<file path="src/rtl/riscv_pkg.sv">
// Shared decode constants and small types for the riscv_exec_core slice.
package riscv_pkg;

   // Major opcodes of the supported subset
   localparam logic [6:0] OPC_OP     = 7'b0110011;
   localparam logic [6:0] OPC_OP_IMM = 7'b0010011;
   localparam logic [6:0] OPC_LUI    = 7'b0110111;
   localparam logic [6:0] OPC_BRANCH = 7'b1100011;
   localparam logic [6:0] OPC_JAL    = 7'b1101111;

   // funct3 encodings for register/immediate ALU ops
   localparam logic [2:0] F3_ADD_SUB = 3'b000;
   localparam logic [2:0] F3_SLT     = 3'b010;
   localparam logic [2:0] F3_XOR     = 3'b100;
   localparam logic [2:0] F3_OR      = 3'b110;
   localparam logic [2:0] F3_AND     = 3'b111;

   // funct3 encodings for conditional branches
   localparam logic [2:0] F3_BEQ = 3'b000;
   localparam logic [2:0] F3_BNE = 3'b001;
   localparam logic [2:0] F3_BLT = 3'b100;
   localparam logic [2:0] F3_BGE = 3'b101;

   // funct7 encodings for OP
   localparam logic [6:0] F7_BASE = 7'b0000000;
   localparam logic [6:0] F7_SUB  = 7'b0100000;

   typedef enum logic [2:0] {
      ALU_ADD,
      ALU_SUB,
      ALU_AND,
      ALU_OR,
      ALU_XOR,
      ALU_SLT,
      ALU_PASS_B
   } alu_op_e;

   typedef enum logic {
      ST_RUN,
      ST_HALT
   } core_state_e;

endpackage

</file>
<file path="src/rtl/riscv_regfile.sv">
// Architectural register file: two combinational read ports, one
// synchronous write port, x0 hardwired to zero, asynchronous clear.
module riscv_regfile #(
   parameter int XLEN  = 32,
   parameter int NREGS = 32,
   parameter int AW    = $clog2(NREGS)
) (
   input  logic            clk,
   input  logic            rst_n,
   input  logic [AW-1:0]   raddr_a_i,
   output logic [XLEN-1:0] rdata_a_o,
   input  logic [AW-1:0]   raddr_b_i,
   output logic [XLEN-1:0] rdata_b_o,
   input  logic            we_i,
   input  logic [AW-1:0]   waddr_i,
   input  logic [XLEN-1:0] wdata_i
);

   logic [XLEN-1:0] regs_q [NREGS];

   // Register storage: cleared on reset, writes to x0 dropped
   always_ff @(posedge clk or negedge rst_n) begin
      if (!rst_n) begin
         for (int i = 0; i < NREGS; i++) begin
            regs_q[i] <= '0;
         end
      end else if (we_i && (waddr_i != '0)) begin
         regs_q[waddr_i] <= wdata_i;
      end
   end

   assign rdata_a_o = (raddr_a_i == '0) ? '0 : regs_q[raddr_a_i];
   assign rdata_b_o = (raddr_b_i == '0) ? '0 : regs_q[raddr_b_i];

endmodule

</file>
<file path="src/rtl/riscv_exec_core.sv">
// Single-cycle execute core: decode, ALU, branch resolution and PC update
// happen combinationally; all architectural state changes on the accepting
// edge. An illegal instruction parks the core in HALT until halt_clr.
module riscv_exec_core
   import riscv_pkg::*;
#(
   parameter int              XLEN     = 32,
   parameter int              NREGS    = 32,
   parameter logic [XLEN-1:0] RESET_PC = '0
) (
   input  logic            clk,
   input  logic            rst_n,
   input  logic            instr_valid,
   input  logic [31:0]     instr,
   output logic            instr_ready,
   input  logic            halt_clr,
   output logic [XLEN-1:0] pc,
   output logic [XLEN-1:0] aluresult,
   output logic            branch_taken,
   output logic            retire,
   output logic            illegal_instr,
   output logic            halted
);

   localparam int AW = $clog2(NREGS);

   // Register index fields are 5 bits; anything past NREGS is illegal
   function automatic logic reg_bad(input logic [4:0] idx);
      return (32'(idx) >= 32'(NREGS));
   endfunction

   core_state_e     state_q, state_d;
   logic [XLEN-1:0] pc_q, pc_d;
   logic [XLEN-1:0] alu_q, alu_d;
   logic            bt_q, bt_d;
   logic            retire_q, retire_d;
   logic            illegal_q, illegal_d;

   // Instruction fields
   logic [6:0] opcode, funct7;
   logic [2:0] funct3;
   logic [4:0] rd_idx, rs1_idx, rs2_idx;

   assign opcode  = instr[6:0];
   assign rd_idx  = instr[11:7];
   assign funct3  = instr[14:12];
   assign rs1_idx = instr[19:15];
   assign rs2_idx = instr[24:20];
   assign funct7  = instr[31:25];

   // Immediates are built at 32 bits then truncated to XLEN, which yields
   // sign extension for XLEN=32 and the low-bits rule for XLEN=16.
   logic [31:0]     imm_i32, imm_b32, imm_j32, imm_u32;
   logic [XLEN-1:0] imm_i, imm_b, imm_j, imm_u;

   assign imm_i32 = {{20{instr[31]}}, instr[31:20]};
   assign imm_b32 = {{19{instr[31]}}, instr[31], instr[7], instr[30:25], instr[11:8], 1'b0};
   assign imm_j32 = {{11{instr[31]}}, instr[31], instr[19:12], instr[20], instr[30:21], 1'b0};
   assign imm_u32 = {instr[31:12], 12'b0};
   assign imm_i   = imm_i32[XLEN-1:0];
   assign imm_b   = imm_b32[XLEN-1:0];
   assign imm_j   = imm_j32[XLEN-1:0];
   assign imm_u   = imm_u32[XLEN-1:0];

   // Register file
   logic [XLEN-1:0] rs1_data, rs2_data, wdata;
   logic            we;

   riscv_regfile #(
      .XLEN  (XLEN),
      .NREGS (NREGS),
      .AW    (AW)
   ) u_regfile (
      .clk       (clk),
      .rst_n     (rst_n),
      .raddr_a_i (rs1_idx[AW-1:0]),
      .rdata_a_o (rs1_data),
      .raddr_b_i (rs2_idx[AW-1:0]),
      .rdata_b_o (rs2_data),
      .we_i      (we),
      .waddr_i   (rd_idx[AW-1:0]),
      .wdata_i   (wdata)
   );

   // Decode
   logic            known, uses_rs1, uses_rs2, uses_rd, is_branch, is_jal, instr_ok;
   alu_op_e         alu_op;
   logic [XLEN-1:0] op_b;

   // Classify the instruction, pick ALU op and second operand
   always_comb begin
      known     = 1'b0;
      uses_rs1  = 1'b0;
      uses_rs2  = 1'b0;
      uses_rd   = 1'b0;
      is_branch = 1'b0;
      is_jal    = 1'b0;
      alu_op    = ALU_ADD;
      op_b      = rs2_data;
      unique case (opcode)
         OPC_OP: begin
            uses_rs1 = 1'b1;
            uses_rs2 = 1'b1;
            uses_rd  = 1'b1;
            if (funct7 == F7_BASE) begin
               known = 1'b1;
               unique case (funct3)
                  F3_ADD_SUB: alu_op = ALU_ADD;
                  F3_SLT:     alu_op = ALU_SLT;
                  F3_XOR:     alu_op = ALU_XOR;
                  F3_OR:      alu_op = ALU_OR;
                  F3_AND:     alu_op = ALU_AND;
                  default:    known  = 1'b0;
               endcase
            end else if (funct7 == F7_SUB && funct3 == F3_ADD_SUB) begin
               known  = 1'b1;
               alu_op = ALU_SUB;
            end
         end
         OPC_OP_IMM: begin
            uses_rs1 = 1'b1;
            uses_rd  = 1'b1;
            op_b     = imm_i;
            known    = (funct3 == F3_ADD_SUB);
         end
         OPC_LUI: begin
            uses_rd = 1'b1;
            alu_op  = ALU_PASS_B;
            op_b    = imm_u;
            known   = 1'b1;
         end
         OPC_BRANCH: begin
            uses_rs1  = 1'b1;
            uses_rs2  = 1'b1;
            is_branch = 1'b1;
            alu_op    = ALU_SUB;
            known     = (funct3 == F3_BEQ) || (funct3 == F3_BNE) ||
                        (funct3 == F3_BLT) || (funct3 == F3_BGE);
         end
         OPC_JAL: begin
            uses_rd = 1'b1;
            is_jal  = 1'b1;
            known   = 1'b1;
         end
         default: ;
      endcase
      instr_ok = known && !(uses_rs1 && reg_bad(rs1_idx)) &&
                 !(uses_rs2 && reg_bad(rs2_idx)) && !(uses_rd && reg_bad(rd_idx));
   end

   // ALU
   logic [XLEN-1:0] alu_res;
   logic            lt_signed;

   assign lt_signed = $signed(rs1_data) < $signed(op_b);

   // Inline ALU; operand b is either rs2 or the selected immediate
   always_comb begin
      alu_res = '0;
      unique case (alu_op)
         ALU_ADD:    alu_res = rs1_data + op_b;
         ALU_SUB:    alu_res = rs1_data - op_b;
         ALU_AND:    alu_res = rs1_data & op_b;
         ALU_OR:     alu_res = rs1_data | op_b;
         ALU_XOR:    alu_res = rs1_data ^ op_b;
         ALU_SLT:    alu_res = {{(XLEN-1){1'b0}}, lt_signed};
         ALU_PASS_B: alu_res = op_b;
         default:    alu_res = '0;
      endcase
   end

   // Branch condition; for branches op_b is rs2 so lt_signed applies
   logic br_cond;

   always_comb begin
      br_cond = 1'b0;
      unique case (funct3)
         F3_BEQ:  br_cond = (rs1_data == rs2_data);
         F3_BNE:  br_cond = (rs1_data != rs2_data);
         F3_BLT:  br_cond = lt_signed;
         F3_BGE:  br_cond = !lt_signed;
         default: br_cond = 1'b0;
      endcase
   end

   logic            accept;
   logic [XLEN-1:0] pc_plus4;

   assign accept   = instr_valid && (state_q == ST_RUN);
   assign pc_plus4 = pc_q + XLEN'(4);

   // FSM next state: illegal accept halts, halt_clr resumes
   always_comb begin
      state_d = state_q;
      unique case (state_q)
         ST_RUN:  if (accept && !instr_ok) state_d = ST_HALT;
         ST_HALT: if (halt_clr) state_d = ST_RUN;
         default: state_d = ST_RUN;
      endcase
   end

   // Datapath next state: PC, result, flags and register write
   always_comb begin
      pc_d      = pc_q;
      alu_d     = alu_q;
      bt_d      = bt_q;
      retire_d  = 1'b0;
      illegal_d = 1'b0;
      we        = 1'b0;
      wdata     = alu_res;
      if (accept) begin
         if (instr_ok) begin
            retire_d = 1'b1;
            we       = uses_rd;
            if (is_jal) begin
               pc_d  = pc_q + imm_j;
               bt_d  = 1'b1;
               alu_d = pc_plus4;
               wdata = pc_plus4;
            end else if (is_branch && br_cond) begin
               pc_d  = pc_q + imm_b;
               bt_d  = 1'b1;
               alu_d = alu_res;
            end else begin
               pc_d  = pc_plus4;
               bt_d  = 1'b0;
               alu_d = alu_res;
            end
         end else begin
            illegal_d = 1'b1;
         end
      end
   end

   // State and output registers
   always_ff @(posedge clk or negedge rst_n) begin
      if (!rst_n) begin
         state_q   <= ST_RUN;
         pc_q      <= RESET_PC;
         alu_q     <= '0;
         bt_q      <= 1'b0;
         retire_q  <= 1'b0;
         illegal_q <= 1'b0;
      end else begin
         state_q   <= state_d;
         pc_q      <= pc_d;
         alu_q     <= alu_d;
         bt_q      <= bt_d;
         retire_q  <= retire_d;
         illegal_q <= illegal_d;
      end
   end

   assign instr_ready   = (state_q == ST_RUN);
   assign halted        = (state_q == ST_HALT);
   assign pc            = pc_q;
   assign aluresult     = alu_q;
   assign branch_taken  = bt_q;
   assign retire        = retire_q;
   assign illegal_instr = illegal_q;

endmodule

</file>
<file path="config.mk">
export PLATFORM = sky130hd
export DESIGN_NAME = riscv_exec_core
export DESIGN_NICKNAME = d
export VERILOG_FILES = /design/src/rtl/riscv_pkg.sv /design/src/rtl/riscv_regfile.sv /design/src/rtl/riscv_exec_core.sv
export SDC_FILE = /design/constraint.sdc
export NUM_CORES = 2
export LEC_CHECK = 0
export ABC_AREA = 1
export CAP_MARGIN = 0
export CORE_MARGIN = 3
export CORE_UTILIZATION = 45
export CTS_CLUSTER_SIZE = 28
export DETAILED_ROUTE_END_ITERATION = 10
export PLACE_DENSITY = 0.59
export REMOVE_ABC_BUFFERS = 1
export SLEW_MARGIN = 10
export SYNTH_ARGS = -nofsm -noshare
export SYNTH_HDL_FRONTEND = slang
export SYNTH_HIERARCHICAL = 1
export SYNTH_SLANG_ARGS = --single-unit
</file>
<file path="constraint.sdc">
create_clock -name clk -period 4.7 [get_ports clk]
set_input_delay 0.94 -clock clk [delete_from_list [all_inputs] [get_ports clk]]
set_output_delay 0.94 -clock clk [all_outputs]
set_load 0.01 [all_outputs]
</file>
==> results.yml <==
status:
  status: "complete, no violations"
placed_design:
  port_buffers: 103
  routabilityCongestion: 1.00
  dpl-instance-area_sq_um: 85100
  placedCellCount: 13500
  hpwl_um: 239000
timing:
  timing.hold.ws_ns: 0.224
  setup_viol: 0
  fmax_mhz: 218
  grt_setup_unrepaired: "true"
  post-route-period-util_pct: 97.6
  fin_skew_ns: 0.0548
  tns_ns: 0
  finalHoldViolCount: 0
  timing.final.crit_period_ns: 4.59
  timing.final.max_slew_violations: 0
  relSlewSlack_pct: 35.4
  worst_slew_pin_slew_ns: 0.969
drt:
  wl_met3_um: 39900
  wl_per_cell_um: 24.9
  post_drt_via_cell_ratio: 5.87
  drt.antenna.violating_nets: 0
  top_layer: "met5"
  drc: 0
  drtIter0Drc: 10500
  wl_met2_um: 146000
  vias: 80800
  drt_wl_total_um: 342000
  wl_met1_um: 135000
  drt-pass1-iter-count: 8
floorplan:
  rows: 146
  die_w_um: 406
  die_h_um: 406
  initial_utilization_pct: 45.4
  io_pins: 105
  dieArea_sq_um: 165000
  core_sq_um: 159000
cts:
  clock_sinks: 1091
  clk_latency_ns: 0.83
  cts_inserted_buffers: 134
  clockBufferDepth: 3
  hold_buffers: 0
  path_clk_slew_ns: 0.06
  cts_tree: "built"
  root_buffer: "clkbuf_16"
  htreeDepth: 4
power_and_ir_drop:
  finalPower_uw: 30400
  ir_drop_mv: 0.424
  p_switching_uw: 10800
  combPwrFrac_pct: 32.2
  leakagePower_uw: 0.0448
  pwr-share-clk_pct: 35.8
  power.density_nw_per_um2: 334
  power.internal_uw: 19600
  seqPwrFrac_pct: 32.0
  swShare_pct: 35.7
critical_path:
  endpoint_kind: "flop"
  ff2ff_path_depth: 31
  cpPeakStageDelay_ns: 0.38
  reg2reg_to: "u_regfile/regs_q[980]$_DFFE_PN0P_"
  required_ns: 5.37
  reg2reg_from: "u_regfile/regs_q[352]$_DFFE_PN0P_"
  path_class: "in2reg"
  path_common_cell: "nand2_1"
  worstPathArrival_ns: 5.25
  path_max_fanout: 18
  startpoint_type: "input pin"
  r2r_slack_ns: 0.28
  slowest_stage: "fa_1"
grt:
  grt_first_pass_wirelength_um: 495000
  grt.total_usage_pct: 40.3
  overflow: 0
  grt_pass1_vias: 74700
  antenna_found_initial: 12
  grt_max_degree: 88
yosys:
  synthArstFlopShare_pct: 100
  ys_types: 59
  synth_cells: 10900
  ys.flop_type: "dfrtp_1"
  synth_top_area_share_pct: 37.9
  yosysWarnings: 6
  synth_area_leaders: "dfrtp_1, nand2_1, nand3_1"
  synth_area_per_cell_sq_um: 6.62
  synth_edf_count: 0
  synth_seq_cells: 1091
  seq_area_frac_synth_pct: 37.9
  yosys.area.top_type: "dfrtp_1"
  synth_area_sq_um: 72000
finish:
  layout_common_cells: "nand2_1, nand3_1, dfrtp_1"
  final_common_cell: "nand2_1"
  nets: 11800
  area_growth_pct: 26.5
  finalInstanceArea_sq_um: 91000
  fillers: 15200
  drive_gt1_share_pct: 15.0
  instances_no_fill: 13800
flow_run:
  cap_violations: 0
min_path:
  min_path_type: "in2async"
==> per-stage QoR <==
step | util, % | worst slack [ns]
3_5_place_dp | 53.7 | -1.25
6_report | 57.4 | 0.112
3_3_place_gp | 53.7 | -1.19
2_1_floorplan | - | -8.07
4_1_cts | 56.6 | -0.00423
5_1_grt | 57.4 | -0.0595
==> layout make-up <==
type / count / area, sq um / area share [%]
multi-input cells: 8119 / 38900 / 42.7
flip-flops and latches: 1091 / 27300 / 30.0
repair buffers: 1361 / 14300 / 15.7
clock buffers: 193 / 3860 / 4.25
inverters: 875 / 3330 / 3.66
well taps: 2072 / 2590 / 2.85
clock inverters: 41 / 692 / 0.760
diodes: 1 / 2.50 / 0.00275
==> kinds of logic after synthesis <==
group	synth area share, %
other	0.00521
buffers and inverters	9.25
flip-flops	37.9
adder cells (fa/ha/maj)	2.87
AO/OA/AOI/OAI	15.7
XOR/XNOR	1.34
AND/OR/NAND/NOR	32.9
==> timing repair <==
item                       in CTS  in global routing
pin swaps                       2                 26
setup buffers                   1                 13
gates cloned                    0                 12
resized for setup              42                255
setup endpoints to repair     654                791
==> critical path: cells and delay by family <==
| kind | cells | cell delay, ns |
|---|---|---|
| simple gates | 22 | 2.09 |
| buf+inv | 10 | 1.23 |
| fa+ha+maj | 2 | 0.54 |
| compound gates | 3 | 0.37 |
==> cells in the mapped netlist (3+ instances only) <==
master    number
o211ai_1     206
o21bai_1      22
xor2_1        67
xnor2_1       43
buf_2        160
a21boi_0       4
ha_1         159
clkbuf_1     491
nand2_2        8
or2_2          7
nor2_2        12
nand2_1     3551
buf_6          6
buf_4         31
clkbuf_2      20
nor4_1        11
dfrtp_1     1091
nor2_1       847
fa_1           4
o21a_1         5
nand2_4        6
a21oi_1      634
inv_1        847
buf_1         87
nand3_1     1176
nor2_8         9
a21o_1        12
o221ai_1       3
nand3_2        8
nor2_4         5
nor3_1        44
clkinv_1       4
o21ai_0     1123
a31oi_1        4
o31ai_1        3
a22oi_1       10
nand4_1       34
o22ai_1       41
nor3_2         4
o21ai_1       25
nand3b_1       9
a21oi_2        3
inv_2         23
==> routing by layer <==
layer	GRT usage, %	vias up
li1	-	36600
met1	54.3	38300
met2	60.5	4883
met3	9.73	1000
met4	20.0	12
met5	0	-
==> sequential cells by signal, summed over array words and instances, names as in the netlist <==
register / flops
branch_taken: 1
u_regfile/regs_q: 1024
halted: 1
aluresult: 32
retire: 1
pc: 31
illegal_instr: 1
==> worst max-delay path by stage <==
stage	from	end	cells after the start
floorplan	instr[15]	u_regfile/regs_q[768]$_DFFE_PN0P_	23
global placement	instr[20]	u_regfile/regs_q[404]$_DFFE_PN0P_	37
detailed placement	instr[21]	u_regfile/regs_q[916]$_DFFE_PN0P_	35
CTS	instr[20]	u_regfile/regs_q[980]$_DFFE_PN0P_	31
global route	instr[20]	u_regfile/regs_q[928]$_DFFE_PN0P_	33
finish	instr[20]	u_regfile/regs_q[980]$_DFFE_PN0P_	37
==> power by group through the flow <==
stage          Clock, uW  Sequential (uW)  Combinational (uW)
4_1_cts            11000             9720                9280
6_report           10900             9730                9790
3_5_place_dp           0             9880                9200
5_1_grt            11400             9730               10400
2_1_floorplan          0             9800                3660
3_3_place_gp           0             9880                9200
Note: power is estimated with default switching activity, not from simulation.
